`src/rtl/tick_gen_multi.sv`:
```
// Multi-channel programmable tick / square-wave generator with pause and re-phase.
// Optional square-wave outputs are built only when TICK_GEN_SQ_OUT_EN is defined.
module tick_gen_multi #(
  parameter int NCH = 5,
  parameter int CNT_W = 26,
  parameter logic [NCH*CNT_W-1:0] DIV_INIT = {26'd50000000, 26'd5000000, 26'd500000, 26'd250000, 26'd50000},
  localparam int CH_W = (NCH > 32'sd1) ? $clog2(NCH) : 32'sd1
) (
  input  logic             clk_50MHz,
  input  logic             rst,
  input  logic             run,
  input  logic             restart,
  input  logic             wr_en,
  input  logic [CH_W-1:0]  wr_ch,
  input  logic [CNT_W-1:0] wr_div,
  output logic [NCH-1:0]   tick,
  output logic [NCH-1:0]   sq
);

  localparam logic [CNT_W-1:0] ONE = CNT_W'(1);

  logic [CNT_W-1:0] div_r      [NCH];
  logic [CNT_W-1:0] cnt_r      [NCH];
  logic [NCH-1:0]   tick_r;

  logic [CNT_W-1:0] eff_div_s  [NCH];
  logic [CNT_W-1:0] cnt_inc_s  [NCH];
  logic [CNT_W-1:0] div_nxt_s  [NCH];
  logic [CNT_W-1:0] cnt_nxt_s  [NCH];
  logic [NCH-1:0]   wr_hit_s;
  logic [NCH-1:0]   wrap_s;
  logic [NCH-1:0]   tick_nxt_s;

  // Per-channel effective divisor, write decode and counter increment.
  always_comb begin
    for (int i = 0; i < NCH; i++) begin
      eff_div_s[i] = (div_r[i] == '0) ? ONE : div_r[i];
      wr_hit_s[i]  = wr_en && (wr_ch == CH_W'(i));
      // >= keeps the counter bounded even if it were ever above D-1
      wrap_s[i]    = (cnt_r[i] >= (eff_div_s[i] - ONE));
      cnt_inc_s[i] = wrap_s[i] ? '0 : (cnt_r[i] + ONE);
    end
  end

  // Next-state selection: restart > write > run/pause.
  always_comb begin
    for (int i = 0; i < NCH; i++) begin
      div_nxt_s[i]  = div_r[i];
      cnt_nxt_s[i]  = cnt_r[i];
      tick_nxt_s[i] = 1'b0;
      if (restart) begin
        cnt_nxt_s[i] = '0;
      end else if (wr_hit_s[i]) begin
        div_nxt_s[i] = wr_div;
        cnt_nxt_s[i] = '0;
      end else if (run) begin
        cnt_nxt_s[i]  = cnt_inc_s[i];
        tick_nxt_s[i] = wrap_s[i];
      end else begin
        cnt_nxt_s[i] = cnt_r[i];
      end
    end
  end

  // Divisor, counter and tick registers.
  always_ff @(posedge clk_50MHz) begin
    if (rst) begin
      for (int i = 0; i < NCH; i++) begin
        div_r[i] <= DIV_INIT[i*CNT_W +: CNT_W];
        cnt_r[i] <= '0;
      end
      tick_r <= '0;
    end else begin
      for (int i = 0; i < NCH; i++) begin
        div_r[i] <= div_nxt_s[i];
        cnt_r[i] <= cnt_nxt_s[i];
      end
      tick_r <= tick_nxt_s;
    end
  end

  assign tick = tick_r;

`ifdef TICK_GEN_SQ_OUT_EN
  logic [CNT_W-1:0] wr_eff_s;
  logic [NCH-1:0]   sq_r;
  logic [NCH-1:0]   sq_nxt_s;

  // Square-wave level: high while the new count is below half the divisor.
  always_comb begin
    wr_eff_s = (wr_div == '0) ? ONE : wr_div;
    for (int i = 0; i < NCH; i++) begin
      sq_nxt_s[i] = sq_r[i];
      if (restart) begin
        sq_nxt_s[i] = (eff_div_s[i] > ONE);
      end else if (wr_hit_s[i]) begin
        sq_nxt_s[i] = (wr_eff_s > ONE);
      end else if (run) begin
        sq_nxt_s[i] = (cnt_inc_s[i] < (eff_div_s[i] >> 1));
      end else begin
        sq_nxt_s[i] = sq_r[i];
      end
    end
  end

  // Square-wave output register.
  always_ff @(posedge clk_50MHz) begin
    if (rst) begin
      sq_r <= '0;
    end else begin
      sq_r <= sq_nxt_s;
    end
  end

  assign sq = sq_r;
`else
  assign sq = '0;
`endif

endmodule
```
`config.mk`:
```
export PLATFORM = sky130hd
export DESIGN_NAME = tick_gen_multi
export DESIGN_NICKNAME = d
export VERILOG_FILES = /design/src/rtl/tick_gen_multi.sv
export SDC_FILE = /design/constraint.sdc
export NUM_CORES = 1
export LEC_CHECK = 0
export CAP_MARGIN = 30
export CELL_PAD_IN_SITES_DETAIL_PLACEMENT = 1
export CELL_PAD_IN_SITES_GLOBAL_PLACEMENT = 1
export CORE_MARGIN = 10
export CORE_UTILIZATION = 51
export DETAILED_ROUTE_END_ITERATION = 8
export PLACE_DENSITY_LB_ADDON = 0.12
export SLEW_MARGIN = 25
export SYNTH_ARGS = -nofsm -noshare
export SYNTH_HDL_FRONTEND = slang
export SYNTH_SLANG_ARGS = --single-unit
```
`constraint.sdc`:
```
create_clock -name clk_50MHz -period 10.8 [get_ports clk_50MHz]
set_input_delay 3.24 -clock clk_50MHz [delete_from_list [all_inputs] [get_ports clk_50MHz]]
set_output_delay 3.24 -clock clk_50MHz [all_outputs]
set_load 0.01 [all_outputs]
```
==> results of run 1 <==
## layer usage
metal  wire, µm  global-route usage  vias to the layer above  share of wire
met5          0                   0                        -              0
met4       1680              0.0860                        0          0.037
met3       1470              0.0261                       88          0.032
met2      21600               0.398                      186           0.47
met1      21100               0.301                     6770           0.46
li1           -                   -                     6742              -
## registers in the layout, summed over array words and instances (netlist names)
| name | flops |
|---|---|
| cnt_r | 130 |
| div_r | 130 |
| tick | 5 |
## final timing paths
check / startpoint / endpoint / slack [ns]
setup / recovery: div_r[0][69] / cnt_r[0][70] / 5.24
hold / removal: div_r[0][110] / div_r[0][110] / 0.46
setup reg to reg: div_r[0][69] / cnt_r[0][70] / 5.24
hold reg to reg: div_r[0][110] / div_r[0][110] / 0.46
## final cells by class
type / count / area share
clock inverters: 12 / 0.00574
multi-input cells: 1591 / 0.572
flip-flops and latches: 265 / 0.308
repair buffers: 48 / 0.0263
clock buffers: 43 / 0.0541
inverters: 26 / 0.00567
well taps: 390 / 0.0284
## cells by family after synthesis
kind of cell / after synthesis / share of synthesized area
AO/OA/AOI/OAI: 257 / 0.0972
buffers and inverters: 94 / 0.0245
AND/OR/NAND/NOR: 969 / 0.297
other: 1 / 0.000243
flip-flops: 265 / 0.343
adder cells (fa/ha/maj): 140 / 0.113
XOR/XNOR: 219 / 0.124
multiplexers: 1 / 0.000648
## metrics by stage
| step | cell area [µm²] | power, mW |
|---|---|---|
| global placement | 16200 | 1.13 |
| floorplan | 15500 | 1.08 |
| CTS | 17200 | 2.18 |
| finish | 17200 | 2.16 |
| detailed placement | 16200 | 1.14 |
| global route | 17200 | 2.23 |
## cells in the final DEF (no fill, tap or decap), drive strengths merged, types with 3 or more instances in the layout
| master | instances |
|---|---|
| nor2 | 209 |
| o21bai | 3 |
| a31oi | 6 |
| and2 | 10 |
| o21ai | 33 |
| dfxtp | 265 |
| nor3b | 4 |
| conb | 5 |
| ha | 140 |
| xor2 | 112 |
| or3 | 11 |
| nand3 | 70 |
| nand4b | 3 |
| and4 | 6 |
| nand2b | 12 |
| o31a | 3 |
| nand2 | 378 |
| a21o | 26 |
| clkdlybuf4s50 | 37 |
| clkinv | 9 |
| o211ai | 3 |
| clkbuf | 43 |
| and3 | 26 |
| o22ai | 3 |
| nand4 | 57 |
| a21oi | 150 |
| nand3b | 47 |
| or2 | 4 |
| or4 | 12 |
| inv | 27 |
| a211oi | 8 |
| nor4 | 26 |
| nor3 | 76 |
| buf | 11 |
| nor2b | 13 |
| xnor2 | 107 |
## where the power goes
part | switching (mW) | leakage [nW] | internal, mW
combinational | 0.0794 | 3.88 | 0.0407
sequential | 0.0119 | 2.14 | 0.986
clock | 0.424 | 0.517 | 0.621
total | 0.516 | 6.54 | 1.65
## critical path: cells and delay by family, from the launching register on
kind	cells	cell delay [ns]
AND/OR/NAND/NOR	11	3.38
AO/OA/AOI/OAI	3	1.02
adder cells (fa/ha/maj)	2	0.56
flip-flops	1	0.36
XOR/XNOR	1	0.08
==> summary.md, run 1 <==
| Metric | Value |
|---|---|
| Register area | 5310 µm² |
| Number of global-route vias before repair | 14.3k |
| Worst Setup Path Type | reg2reg |
| First-pass GRT wire length | 75000 µm |
| Nets | 2136 |
| Unique cell type count in the Yosys netlist | between 60 and 70 |
| Gpl congestion | 0.821 |
| Setup TNS | 0 ns |
| Synth top area cells | dfxtp_1, ha_1, nand2_1, xor2_1, xnor2_1 |
| Synthesized area | 15500 µm² |
| Worst setup SP type | flop |
| Placed cells | 2320 |
| Critical path, cell by cell | or4_1 -> or4_1 -> nor3_1 -> and2_1 -> a31oi_1 -> ha_1 -> nand2_1 -> nor2_1 -> nand3b_1 -> xor2_1 -> ha_1 -> nand4_1 -> or4_1 -> or3_1 -> o211a_1 -> o21bai_4 -> nor2_1 |
| Max rail drop VDD | 116 µV |
| Cell mode on critical path | or4_1 |
| Clock sink total | around 270 |
| Share of the synthesized area in the top cell type | 0.343 |
| Tot GR Track Use | 0.235 |
| Fraction of layout cells with a size suffix above 1 | 0.0469 |
| Largest net degree at the start of global routing | 72 |
| Area of the multi-input gates | 9840 µm² |
| Yosys warns | 0 |
| Max-slew violation count | 0 |
| Clk_lat worst skew | 0.57 ns |
| Worst setup margin | 5.24 ns |
| Post-CTS Setup Repair Bufs | 0 |
| Num CTS Buffers | 30 |
| Syn Inst Count | 1946 |
| Most used flip-flop cell after synthesis | dfxtp_1 |
| Port Buf Inserts | 38 |
| Tightest Pin Transition | 0.886 ns |
| Filler cell count | 3663 |
| Synth cell count leaders | nand2_1, dfxtp_1, nor2_1 |
| Hold WS | roughly 0.46 ns |
| GRT overflow | 0 |
| Status | finished, final reports clean |
| #FFs+latches synth | 265 |
| Clock period minus worst slack | 5.56 ns |
| Min-Delay Path Class | reg2reg |
| DR vias/cell | approximately 5.8 |
| Fmax | about 0.18 GHz |
| Drt drc | 0 |
| Power per cell area | 126 nW/µm² |
| Post-Route Utilization | 0.578 |
| Core area | 29800 µm² |
| Fin Clk Skew | 0.0204 ns |
| Critical-path top delay cell | or4_1 |
| Num ports | 44 |
| Async SR Flop Fraction | 0 |
| Setup violators final | 0 |
| Clock transition at the registers of the reported paths | 0.06 ns |
| Die width | 194 µm |
| Cts repair resizes | 0 |
| 1st-pass router iterations | 5 |
| Hpwl dp | 33000 µm |
| Critical Path AT | between 5 and 6 ns |
| Cts-stage hold buffer count | 0 |
| Drt wl/cell | 19.3 µm |
| Final ANT Viol Nets | 0 |
| Vias | 13.8k |
| Detailed Route WL | about 46000 µm |
| Final worst path period share | 0.515 |
| Initial antenna violation count | 0 |
| Worst EP required | approximately 11 ns |
| CTS tree | done |
| Worst setup EP type | flop |
| Die Span Y | about 190 µm |
| Relative slew slack | 0.408 |
| Post-synth EDFFs | 0 |
| Number of diodes | 0 |
| H-tree depth | 1 |
| Unrepaired setup endpoints after global routing | no |
| Setup WS pre-CTS | 4.57 ns |
| Hold path cells | 2 |
| Final hold violations | 0 |
| Clock root cell | clkbuf_16 |
| Die Area | 37700 µm² |
| Starting density of the core | 0.519 |
| Leakage | 6.54 nW |
| FP Rows | 63 |
| Yosys top cell by area | dfxtp_1 |
| Delay of the slowest critical-path stage | approximately 0.6 ns |
| Most numerous cell in the Yosys netlist | nand2_1 |
| Crit-path max FO | 23 |
| Register area share after synthesis | 0.343 |
| Avg Inst Size Synth | 7.94 µm² |
| Path depth of the worst reg2reg path | 17 |
| Maximum root-to-sink buffer count | 3 |
| Max cap viols | 0 |
| Post-route insts no fill | 2375 |
| DRT iter0 DRCs | 635 |
| Syn-to-layout area delta | 11.4% |
Note: power is estimated with default switching activity, not from simulation.
==> inputs of run 2 (changes only) <==
Settings changed: CORE_UTILIZATION 51 to 43.
Clock period 10.8 ns to 4.8 ns, I/O delays scaled along.
==> run 2 against run 1 <==
Effect of this change:
- fmax rose by 20%
- sequential power rose by 130%
- global-route usage fell by 3.2 points
- hold slack improved by 0.012 ns
- core utilization fell by 8.1 points
- register-to-register slack got worse by 5.1 ns
- critical path depth rose by 1
==> summary.md, run 2 (same netlist as run 1, synthesis figures left out) <==
| Metric | Value |
|---|---|
| Clock period minus worst slack | 4.63 ns |
| Max cap viols | 0 |
| Clk_lat worst skew | between 0.5 and 0.6 ns |
| Area of the multi-input gates | between 9000 and 10000 µm² |
| Fmax | 0.216 GHz |
| Num ports | 44 |
| Sw power | 1.16 mW |
| Sequential group share of total power | 0.476 |
| FP Rows | just under 70 |
| Placed cells | 2421 |
| Critical Path AT | around 5.1 ns |
| Die width | 210 µm |
| Commonest non-fill, non-tap cell in the layout | nand2_1 |
| Worst setup SP type | flop |
| Tot GR Track Use | 0.203 |
| Max layer used | met4 |
| Final hold violations | 0 |
| Detailed Route WL | between 40000 and 50000 µm |
| Worst EP required | 5.26 ns |
| Fin Clk Skew | 0.0240 ns |
| Met2 WL post-DR | 21100 µm |
| Register area | 5310 µm² |
| Gpl congestion | 0.820 |
| Drt drc | 0 |
| Number of diodes | 0 |
| Maximum root-to-sink buffer count | 3 |
| Hpwl dp | between 30000 and 40000 µm |
| Nets | approximately 2.2k |
| Met3 wire len | 1480 µm |
| Filler cell count | 4317 |
| Drt wl/cell | 18.5 µm |
| GRT overflow | 0 |
| Final ANT Viol Nets | 0 |
| Num CTS Buffers | 30 |
| Starting density of the core | 0.436 |
| Worst setup EP type | flop |
| Leakage | slightly below 7 nW |
| Max rail drop VDD | 296 µV |
| Setup TNS | 0 ns |
| Clock transition at the registers of the reported paths | 0.06 ns |
| Switching part of the total | 0.246 |
| Post-route insts no fill | 2476 |
| Relative slew slack | 0.399 |
| DRT met1 WL | 22200 µm |
| Hold_sp | div_r[0][110] |
| 1st-pass router iterations | 5 |
| Core area | 35500 µm² |
| Largest delay share family, worst path | simple AND/OR/NAND/NOR gates |
| First-pass GRT wire length | between 70000 and 80000 µm |
| Post-Route Utilization | 0.496 |
| DRT iter0 DRCs | 755 |
| Pint | 3.56 mW |
| Crit-path max FO | 11 |
| Final worst path period share | 0.964 |
| Fraction of layout cells with a size suffix above 1 | 0.0660 |
| Critical-path top delay cell | or4_4 |
| Delay of the slowest critical-path stage | 0.55 ns |
| Crit path buf inv count | 2 |
| Die Area | 43900 µm² |
| DR vias/cell | 5.51 |
| Critical path startpoint | div_r[0][69] |
| Largest net degree at the start of global routing | 74 |
| Combinational share of power | 0.061 |
| H-tree depth | 1 |
| Initial antenna violation count | 0 |
| Port Buf Inserts | 38 |
| Cell mode on critical path | or4_4 |
| CTS tree | done |
| Power per cell area | roughly 270 nW/µm² |
| Max-slew violation count | 0 |
| Setup violators final | 0 |
| R2R Path Start | div_r[0][69] |
| Most frequent cells in the layout | nand2_1, dfxtp_1, nor2_1, a21oi_1, ha_1 |
| Number of global-route vias before repair | 14.0k |
| Die Span Y | 210 µm |
| Clock sink total | ~270 |
| Tightest Pin Transition | 0.900 ns |
| Status | finished, final reports clean |
| Cts-stage hold buffer count | 0 |
| Clock group share of total power | 0.463 |
| Vias | 13.6k |
| Min-Delay Path Class | reg2reg |
| Worst Setup Path Type | reg2reg |
| Syn-to-layout area delta | 13.9% |
| Critical path, cell by cell | or4_4 -> or4_4 -> nor3_2 -> and2_4 -> a31oi_1 -> ha_2 -> nand2_2 -> buf_4 -> nor3b_1 -> xnor2_1 -> ha_1 -> nand2_1 -> or4_1 -> or3_1 -> o211a_4 -> o21bai_4 -> clkbuf_16 -> nor2_1 |
| Clock root cell | clkbuf_16 |
==> run 2: cell types whose count changed in the layout (fill, tap and decap cells not counted), moves of 3 or more <==
cell | before | now
nor3_1 | 72 | 69
buf_4 | 11 | 40
clkbuf_8 | 11 | 6
clkbuf_1 | 1 | 8
or4_4 | 3 | 6
or4_1 | 9 | 6
==> run 2: metal layers <==
metal / global-route usage / up-vias
li1: - / 6815
met1: 0.275 / 6620
met2: 0.336 / 156
met3: 0.0252 / 56
met4: 0.0496 / 0
met5: 0 / -
==> run 2: repair_timing <==
item | CTS | global route
hold endpoints to repair | 0 | 0
gates resized for setup | 3 | 23
gates cloned | 0 | 2
buffers inserted | 0 | 1
endpoints found under the setup margin | 46 | 104
pin swaps | 0 | 3
==> run 2: final timing paths <==
kind                            depth (start not counted)       endpoint  slack (ns)
worst max-delay path                                   18   cnt_r[0][67]        0.17
worst min-delay path                                    2  div_r[0][110]        0.47
worst max register to register                         18   cnt_r[0][67]        0.17
worst min register to register                          2  div_r[0][110]        0.47
==> run 2: stage by stage <==
stage / area [µm²] / hold WS [ns] / setup WS [ns] / total power [mW]
6_report: 17600 / 0.469 / 0.172 / 4.72
5_1_grt: 17600 / 0.506 / -0.0263 / 4.89
4_1_cts: 17400 / 0.468 / 0.0248 / 4.76
3_5_place_dp: 16500 / 0.460 / -0.00576 / 2.58
3_3_place_gp: 16500 / 0.446 / 0.0837 / 2.56
2_1_floorplan: 15500 / 0.436 / 0.126 / 2.44
==> run 2: worst reg2reg max path: stages, from the launching register on <==
cell       delay (ns)
dfxtp_1          0.31
or4_4            0.55
or4_4            0.46
nor3_2           0.15
and2_4           0.18
a31oi_1          0.11
ha_2             0.23
nand2_2          0.10
buf_4            0.15
nor3b_1          0.06
xnor2_1          0.16
ha_1             0.29
nand2_1          0.06
or4_1            0.51
or3_1            0.41
o211a_4          0.30
o21bai_4         0.23
clkbuf_16        0.20
nor2_1           0.05
==> run 2: area by class of cell <==
| type | instances | share of cell area |
|---|---|---|
| Timing Repair Buffer | 80 | 0.0422 |
| Clock buffer | 44 | 0.0490 |
| Multi-Input combinational cell | 1592 | 0.566 |
| Tap cell | 461 | 0.0328 |
| Inverter | 26 | 0.00554 |
| Clock inverter | 8 | 0.00334 |
| Sequential cell | 265 | 0.301 |
==> run 2: power groups by stage <==
stage                     Sequential (mW)  Combinational, mW  Clock (mW)
after CTS                            2.24              0.285        2.24
after global placement               2.29              0.273           0
after floorplan                      2.29              0.154           0
after global routing                 2.25              0.318        2.33
after detailed placement             2.29              0.282           0
final                                2.25              0.290        2.18
